$ cat src/rtl/step_ctl_if.sv
// Command channel into the step controller.
// Handshake: a command transfers at a rising clk edge where cmd_valid and
// cmd_ready are both high; cmd_op/cmd_count must be stable while cmd_valid
// is high; cmd_ready may depend combinationally on cmd_op.
interface step_ctl_if #(
  parameter int CNT_W = 8
);
  logic             cmd_valid;
  logic             cmd_ready;
  logic [1:0]       cmd_op;
  logic [CNT_W-1:0] cmd_count;

  modport master (
    output cmd_valid,
    output cmd_op,
    output cmd_count,
    input  cmd_ready
  );

  modport slave (
    input  cmd_valid,
    input  cmd_op,
    input  cmd_count,
    output cmd_ready
  );
endinterface

$ cat src/rtl/step_ctl.sv
// Step controller: produces a registered clock-gate enable for a CPU core,
// supporting free-run, single-step and N-step bursts, with breakpoint and
// halt stopping, plus a wrapping count of gated edges.
module step_ctl #(
  parameter int CNT_W  = 8,
  parameter int EDGE_W = 16
) (
  input  logic              clk,
  input  logic              rst,
  step_ctl_if.slave         cmd,
  input  logic              brk,
  output logic              gate_en,
  output logic              running,
  output logic [CNT_W-1:0]  steps_left,
  output logic              done,
  output logic [EDGE_W-1:0] edge_cnt,
  output logic [1:0]        state_dbg
);

  typedef enum logic [1:0] {
    S_HALTED = 2'd0,
    S_RUN    = 2'd1,
    S_BURST  = 2'd2
  } state_t;

  localparam logic [1:0] OP_HALT  = 2'b00;
  localparam logic [1:0] OP_RUN   = 2'b01;
  localparam logic [1:0] OP_STEP  = 2'b10;
  localparam logic [1:0] OP_BURST = 2'b11;

  state_t           state;
  logic             accept;
  logic             halt_cmd;
  logic             last_step;
  logic [CNT_W-1:0] steps_dec;

  // Ready is open for anything while halted; while active only HALT gets in.
  always_comb begin
    cmd.cmd_ready = (state == S_HALTED) || (cmd.cmd_op == OP_HALT);
  end

  // Decode helpers for the sequential block.
  always_comb begin
    accept    = cmd.cmd_valid && cmd.cmd_ready;
    halt_cmd  = accept && (cmd.cmd_op == OP_HALT);
    steps_dec = steps_left - CNT_W'(1);
    // gate_en is always high in BURST, so this edge consumes the final step.
    last_step = (state == S_BURST) && gate_en && (steps_left == CNT_W'(1));
  end

  assign state_dbg = state;

  // Control FSM with all outputs registered alongside the state.
  always_ff @(posedge clk) begin
    if (rst) begin
      state      <= S_HALTED;
      gate_en    <= 1'b0;
      running    <= 1'b0;
      done       <= 1'b0;
      steps_left <= '0;
      edge_cnt   <= '0;
    end else begin
      done <= 1'b0;
      if (gate_en) begin
        edge_cnt <= edge_cnt + EDGE_W'(1);
      end
      case (state)
        S_HALTED: begin
          // brk is ignored here; only commands matter.
          if (accept) begin
            case (cmd.cmd_op)
              OP_RUN: begin
                state   <= S_RUN;
                gate_en <= 1'b1;
                running <= 1'b1;
              end
              OP_STEP: begin
                state      <= S_BURST;
                steps_left <= CNT_W'(1);
                gate_en    <= 1'b1;
                running    <= 1'b1;
              end
              OP_BURST: begin
                if (cmd.cmd_count == '0) begin
                  // Empty burst completes immediately without gating an edge.
                  steps_left <= '0;
                  done       <= 1'b1;
                end else begin
                  state      <= S_BURST;
                  steps_left <= cmd.cmd_count;
                  gate_en    <= 1'b1;
                  running    <= 1'b1;
                end
              end
              default: ;  // HALT while halted does nothing
            endcase
          end
        end
        default: begin
          // Active (RUN or BURST): the current edge is gated.
          if (state == S_BURST && gate_en) begin
            steps_left <= steps_dec;
          end
          if (brk || last_step) begin
            // brk keeps the (normally decremented) step count; a brk on the
            // final step is just the ordinary completion.
            state   <= S_HALTED;
            gate_en <= 1'b0;
            running <= 1'b0;
            done    <= 1'b1;
          end else if (halt_cmd) begin
            state      <= S_HALTED;
            gate_en    <= 1'b0;
            running    <= 1'b0;
            done       <= 1'b1;
            steps_left <= '0;
          end
        end
      endcase
    end
  end

endmodule

$ cat src/flat_wrapper.sv
// flat-port wrapper written by rule: the top's interface ports become plain ports
module step_ctl_flat 
#(
  parameter int CNT_W  = 8,
  parameter int EDGE_W = 16
)
  (clk, rst, brk, gate_en, running, steps_left, done, edge_cnt, state_dbg, cmd_cmd_valid, cmd_cmd_op, cmd_cmd_count, cmd_cmd_ready);
  step_ctl_if #(.CNT_W(CNT_W)) cmd_i ();
  input  logic clk;
  input  logic rst;
  input  logic brk;
  output logic gate_en;
  output logic running;
  output logic [CNT_W-1:0] steps_left;
  output logic done;
  output logic [EDGE_W-1:0] edge_cnt;
  output logic [1:0] state_dbg;
  input wire logic [$bits(cmd_i.cmd_valid)-1:0] cmd_cmd_valid;
  input wire logic [$bits(cmd_i.cmd_op)-1:0] cmd_cmd_op;
  input wire logic [$bits(cmd_i.cmd_count)-1:0] cmd_cmd_count;
  output wire logic [$bits(cmd_i.cmd_ready)-1:0] cmd_cmd_ready;
  assign cmd_i.cmd_valid = cmd_cmd_valid;
  assign cmd_i.cmd_op = cmd_cmd_op;
  assign cmd_i.cmd_count = cmd_cmd_count;
  assign cmd_cmd_ready = cmd_i.cmd_ready;
  step_ctl #(.CNT_W(CNT_W), .EDGE_W(EDGE_W)) u_core (.clk(clk), .rst(rst), .cmd(cmd_i), .brk(brk), .gate_en(gate_en), .running(running), .steps_left(steps_left), .done(done), .edge_cnt(edge_cnt), .state_dbg(state_dbg));
endmodule
$ cat config.mk
export PLATFORM = sky130hd
export DESIGN_NAME = step_ctl_flat
export DESIGN_NICKNAME = d
export VERILOG_FILES = /design/src/rtl/step_ctl_if.sv /design/src/rtl/step_ctl.sv /design/src/flat_wrapper.sv
export SDC_FILE = /design/constraint.sdc
export NUM_CORES = 1
export LEC_CHECK = 0
export ABC_CLOCK_PERIOD_IN_PS = 4450
export BUFFER_PORTS_ARGS = -buffer_cell sky130_fd_sc_hd__buf_4
export CAP_MARGIN = 20
export CORE_MARGIN = 10
export CORE_UTILIZATION = 50
export CTS_CLUSTER_DIAMETER = 50
export DETAILED_ROUTE_END_ITERATION = 7
export PLACE_DENSITY = 0.77
export REMOVE_ABC_BUFFERS = 1
export SETUP_SLACK_MARGIN = 0.3
export SKIP_CTS_REPAIR_TIMING = 1
export SLEW_MARGIN = 20
export SYNTH_ARGS = -nofsm -noshare
export SYNTH_HDL_FRONTEND = slang
export SYNTH_SLANG_ARGS = --single-unit
$ cat constraint.sdc
create_clock -name clk -period 4.45 [get_ports clk]
set_input_delay 0.2225 -clock clk [delete_from_list [all_inputs] [get_ports clk]]
set_output_delay 0.2225 -clock clk [all_outputs]
set_load 0.02 [all_outputs]
==> results.yml <==
detailed_routing:
  ant_nets: 0
  wl_per_cell_um: 16.6
  drcViolationCount: 0
  routed_via_density: 6.03
  first_pass_iters: 4
  drt_wl_total_mm: 4.44
  vias: 1615
  initialDrtViolationCount: 146
run_status:
  outcome: "complete, no violations"
timing:
  hold_viol: 0
  fin_tns_setup_ns: 0
  rsz0062_at_grt: "no"
  clock.fmax_mhz: 523
  final.min_clock_period_ns: 1.91
  worstMarginPinSlew_ns: 0.721
  timing.slew.headroom: 0.518
  finalCritPeriodShare: 0.430
  slew_violations: 0
  clock_skew_ns: 0.00610
  setup_violations: 0
placement:
  portBuffers: 43
  place_congestion: 0.866
  dp_hpwl_mm: 3.43
yosys:
  syn_area_per_cell_um2: 8.42
  synthArstFlopShare: 0
  ys_ff_latch: 28
  ys_seq_area_frac: 0.349
  synth_top_area_share: 0.349
  synth.area.top_cells: "dfxtp_1 (35%), nor2_1 (5.1%), xor2_1 (3.8%)"
  synth-edff-count: 0
  synth_top_area_cell: "dfxtp_1"
  yosys_warnings: 0
  syn_inst: 191
  synthDistinctLibCells: 53
  synthFlopType: "dfxtp_1"
  post_synth_instance_area_um2: 1610
global_route:
  top_usage_layer: "met2"
  grtUsageMet1: 0.174
  grtUsageMet2: 0.247
  grt_pass1_vias: 1511
  grt_max_degree: 32
  antenna_found_initial: 0
  grt_pass1_wl_mm: 7.29
  use_met3: 0.0455
  grt.overflow.total: 0
  track_usage: 0.145
cells_and_area:
  syn_to_final_growth_pct: 20.5
  fillerInstances: 285
  fin_nets: 243
  seqCellArea_um2: 561
  fin_util: 0.630
  multi_input_area_um2: 955
  drive_gt1_frac: 0.241
  n_antenna_cell: 0
setup_path:
  cp_data_required_time_ns: 4.68
  start_kind: "flop"
  rr_endpoint: "u_core.steps_left[1]$_SDFFE_PP0P_"
  end_kind: "flop"
  critPathKind: "flop to flop"
  worstReg2RegStart: "u_core.gate_en$_SDFFE_PP0P_"
  rrSetupSlack_ns: 2.54
  crit_arrival_ns: 2.15
  r2r_cells: 4
  critical_path_peak_fanout: 13
die:
  core_area_um2: 3080
  die_area_um2: 5880
  die_w_um: 76.7
  rows: 20
  ios: 44
  initial_utilization: 0.522
  die_h_um: 76.7
run:
  maxCapViolCount: 0
clock_tree:
  clk_pin_slew_ns: 0.15
  cts_tree: "yes"
  numCtsBuffers: 3
  root_buffer: "clkbuf_4"
  insertion_delay_ns: 0.33
  htreeDepth: 1
  cts_sinks: 28
  ctsLongestPathBuffers: 2
min_path:
  worstHoldPathType: "primary input to flop"
  hold_start: "cmd_cmd_count[5]"
  min_to: "u_core.steps_left[5]$_SDFFE_PP0P_"
  hold_path_depth: 3
power:
  ir_drop_uv: 172
  powerDensity_nw_per_um2: 247
  leakagePower_nw: 0.773
-- cells in the final DEF, fill, tap and decap left out, types with 4 or more instances in the layout --
master | synthesis | layout
xor2_1 | 7 | 7
nand2_1 | 13 | 13
a31oi_1 | 4 | 4
o21ai_0 | 5 | 5
nor3_1 | 5 | 5
and4_1 | 5 | 5
a21oi_1 | 11 | 11
nor2b_1 | 5 | 5
dfxtp_1 | 28 | 28
inv_1 | 6 | 6
nand4_1 | 6 | 6
nand3_1 | 8 | 8
nor2_1 | 22 | 22
buf_4 | 1 | 43
xnor2_1 | 5 | 5
-- area by class of cell --
type	instances	area share
Timing Repair Buffer	43	0.167
Sequential cell	28	0.289
Inverter	6	0.0116
Clock buffer	3	0.0116
Tap cell	44	0.0284
Multi-Input combinational cell	144	0.493
-- worst max-delay path by stage --
stage | start | end | depth (start not counted)
6_report | u_core.gate_en$_SDFFE_PP0P_ | u_core.steps_left[1]$_SDFFE_PP0P_ | 4
4_1_cts | u_core.gate_en$_SDFFE_PP0P_ | u_core.steps_left[1]$_SDFFE_PP0P_ | 4
3_5_place_dp | u_core.gate_en$_SDFFE_PP0P_ | u_core.gate_en$_SDFFE_PP0P_ | 4
3_3_place_gp | cmd_cmd_valid | u_core.steps_left[6]$_SDFFE_PP0P_ | 5
2_1_floorplan | u_core.gate_en$_SDFFE_PP0P_ | u_core.edge_cnt[15]$_SDFFE_PP0P_ | 4
5_1_grt | u_core.gate_en$_SDFFE_PP0P_ | u_core.steps_left[1]$_SDFFE_PP0P_ | 4
-- cells in the mapped netlist (2+ instances only) --
cell type / n
nor2_1: 22
nand2_1: 13
a31oi_1: 4
o2111ai_1: 2
mux2_2: 2
nand4_1: 6
or3_1: 3
o221ai_1: 2
buf_6: 2
o21ai_0: 5
nor3_1: 5
xor2_1: 7
dfxtp_1: 28
inv_1: 6
a21oi_1: 11
nand3_1: 8
nor2b_1: 5
a32oi_1: 2
or4_1: 2
buf_1: 2
xnor2_1: 5
and4_1: 5
ha_1: 3
o31ai_1: 3
buf_2: 5
and3_1: 3
clkbuf_1: 2
o22ai_1: 2
a21o_1: 2
-- flip-flops by register name, summed over array words and instances (netlist names) --
register / cells
u_core.edge_cnt: 16
u_core.state_dbg: 2
u_core.gate_en: 1
u_core.done: 1
u_core.steps_left: 8
-- power by group --
| part | internal [mW] | switching [mW] |
|---|---|---|
| combinational | 0.0421 | 0.0583 |
| sequential | 0.259 | 0.0139 |
| clock | 0.0318 | 0.0734 |
-- metrics by stage --
step | setup slack, ns | instance area [um^2] | hold WS, ns | power (mW) | cells
finish | 2.54 | 1940 | 0.159 | 0.479 | 268
global route | 2.39 | 1940 | 0.152 | 0.506 | 268
CTS | 2.57 | 1940 | 0.147 | 0.483 | 268
detailed placement | 2.59 | 1920 | 0.486 | 0.379 | 265
global placement | 2.43 | 1910 | 0.473 | 0.375 | 265
floorplan | 2.64 | 1530 | 0.292 | 0.330 | 178
-- kinds of logic after synthesis --
kind of cell	Yosys count	share of synthesized area
AO/OA/AOI/OAI	43	0.182
adder cells (fa/ha/maj)	3	0.0233
flip-flops	28	0.349
buffers and inverters	19	0.0607
multiplexers	3	0.0202
XOR/XNOR	12	0.0654
AND/OR/NAND/NOR	83	0.300
-- worst max-delay path, stage by stage (launching register included) --
cell,delay (ns)
dfxtp_1,0.59
and3b_2,0.32
and4_1,0.44
o221ai_1,0.19
a221oi_1,0.28
-- metal layers --
metal | up-vias | part of all wire
li1 | 773 | -
met1 | 771 | 0.41
met2 | 65 | 0.50
met3 | 6 | 0.079
met4 | 0 | 0.011
met5 | - | 0
No activity file was read; power rests on OpenSTA's default activity.
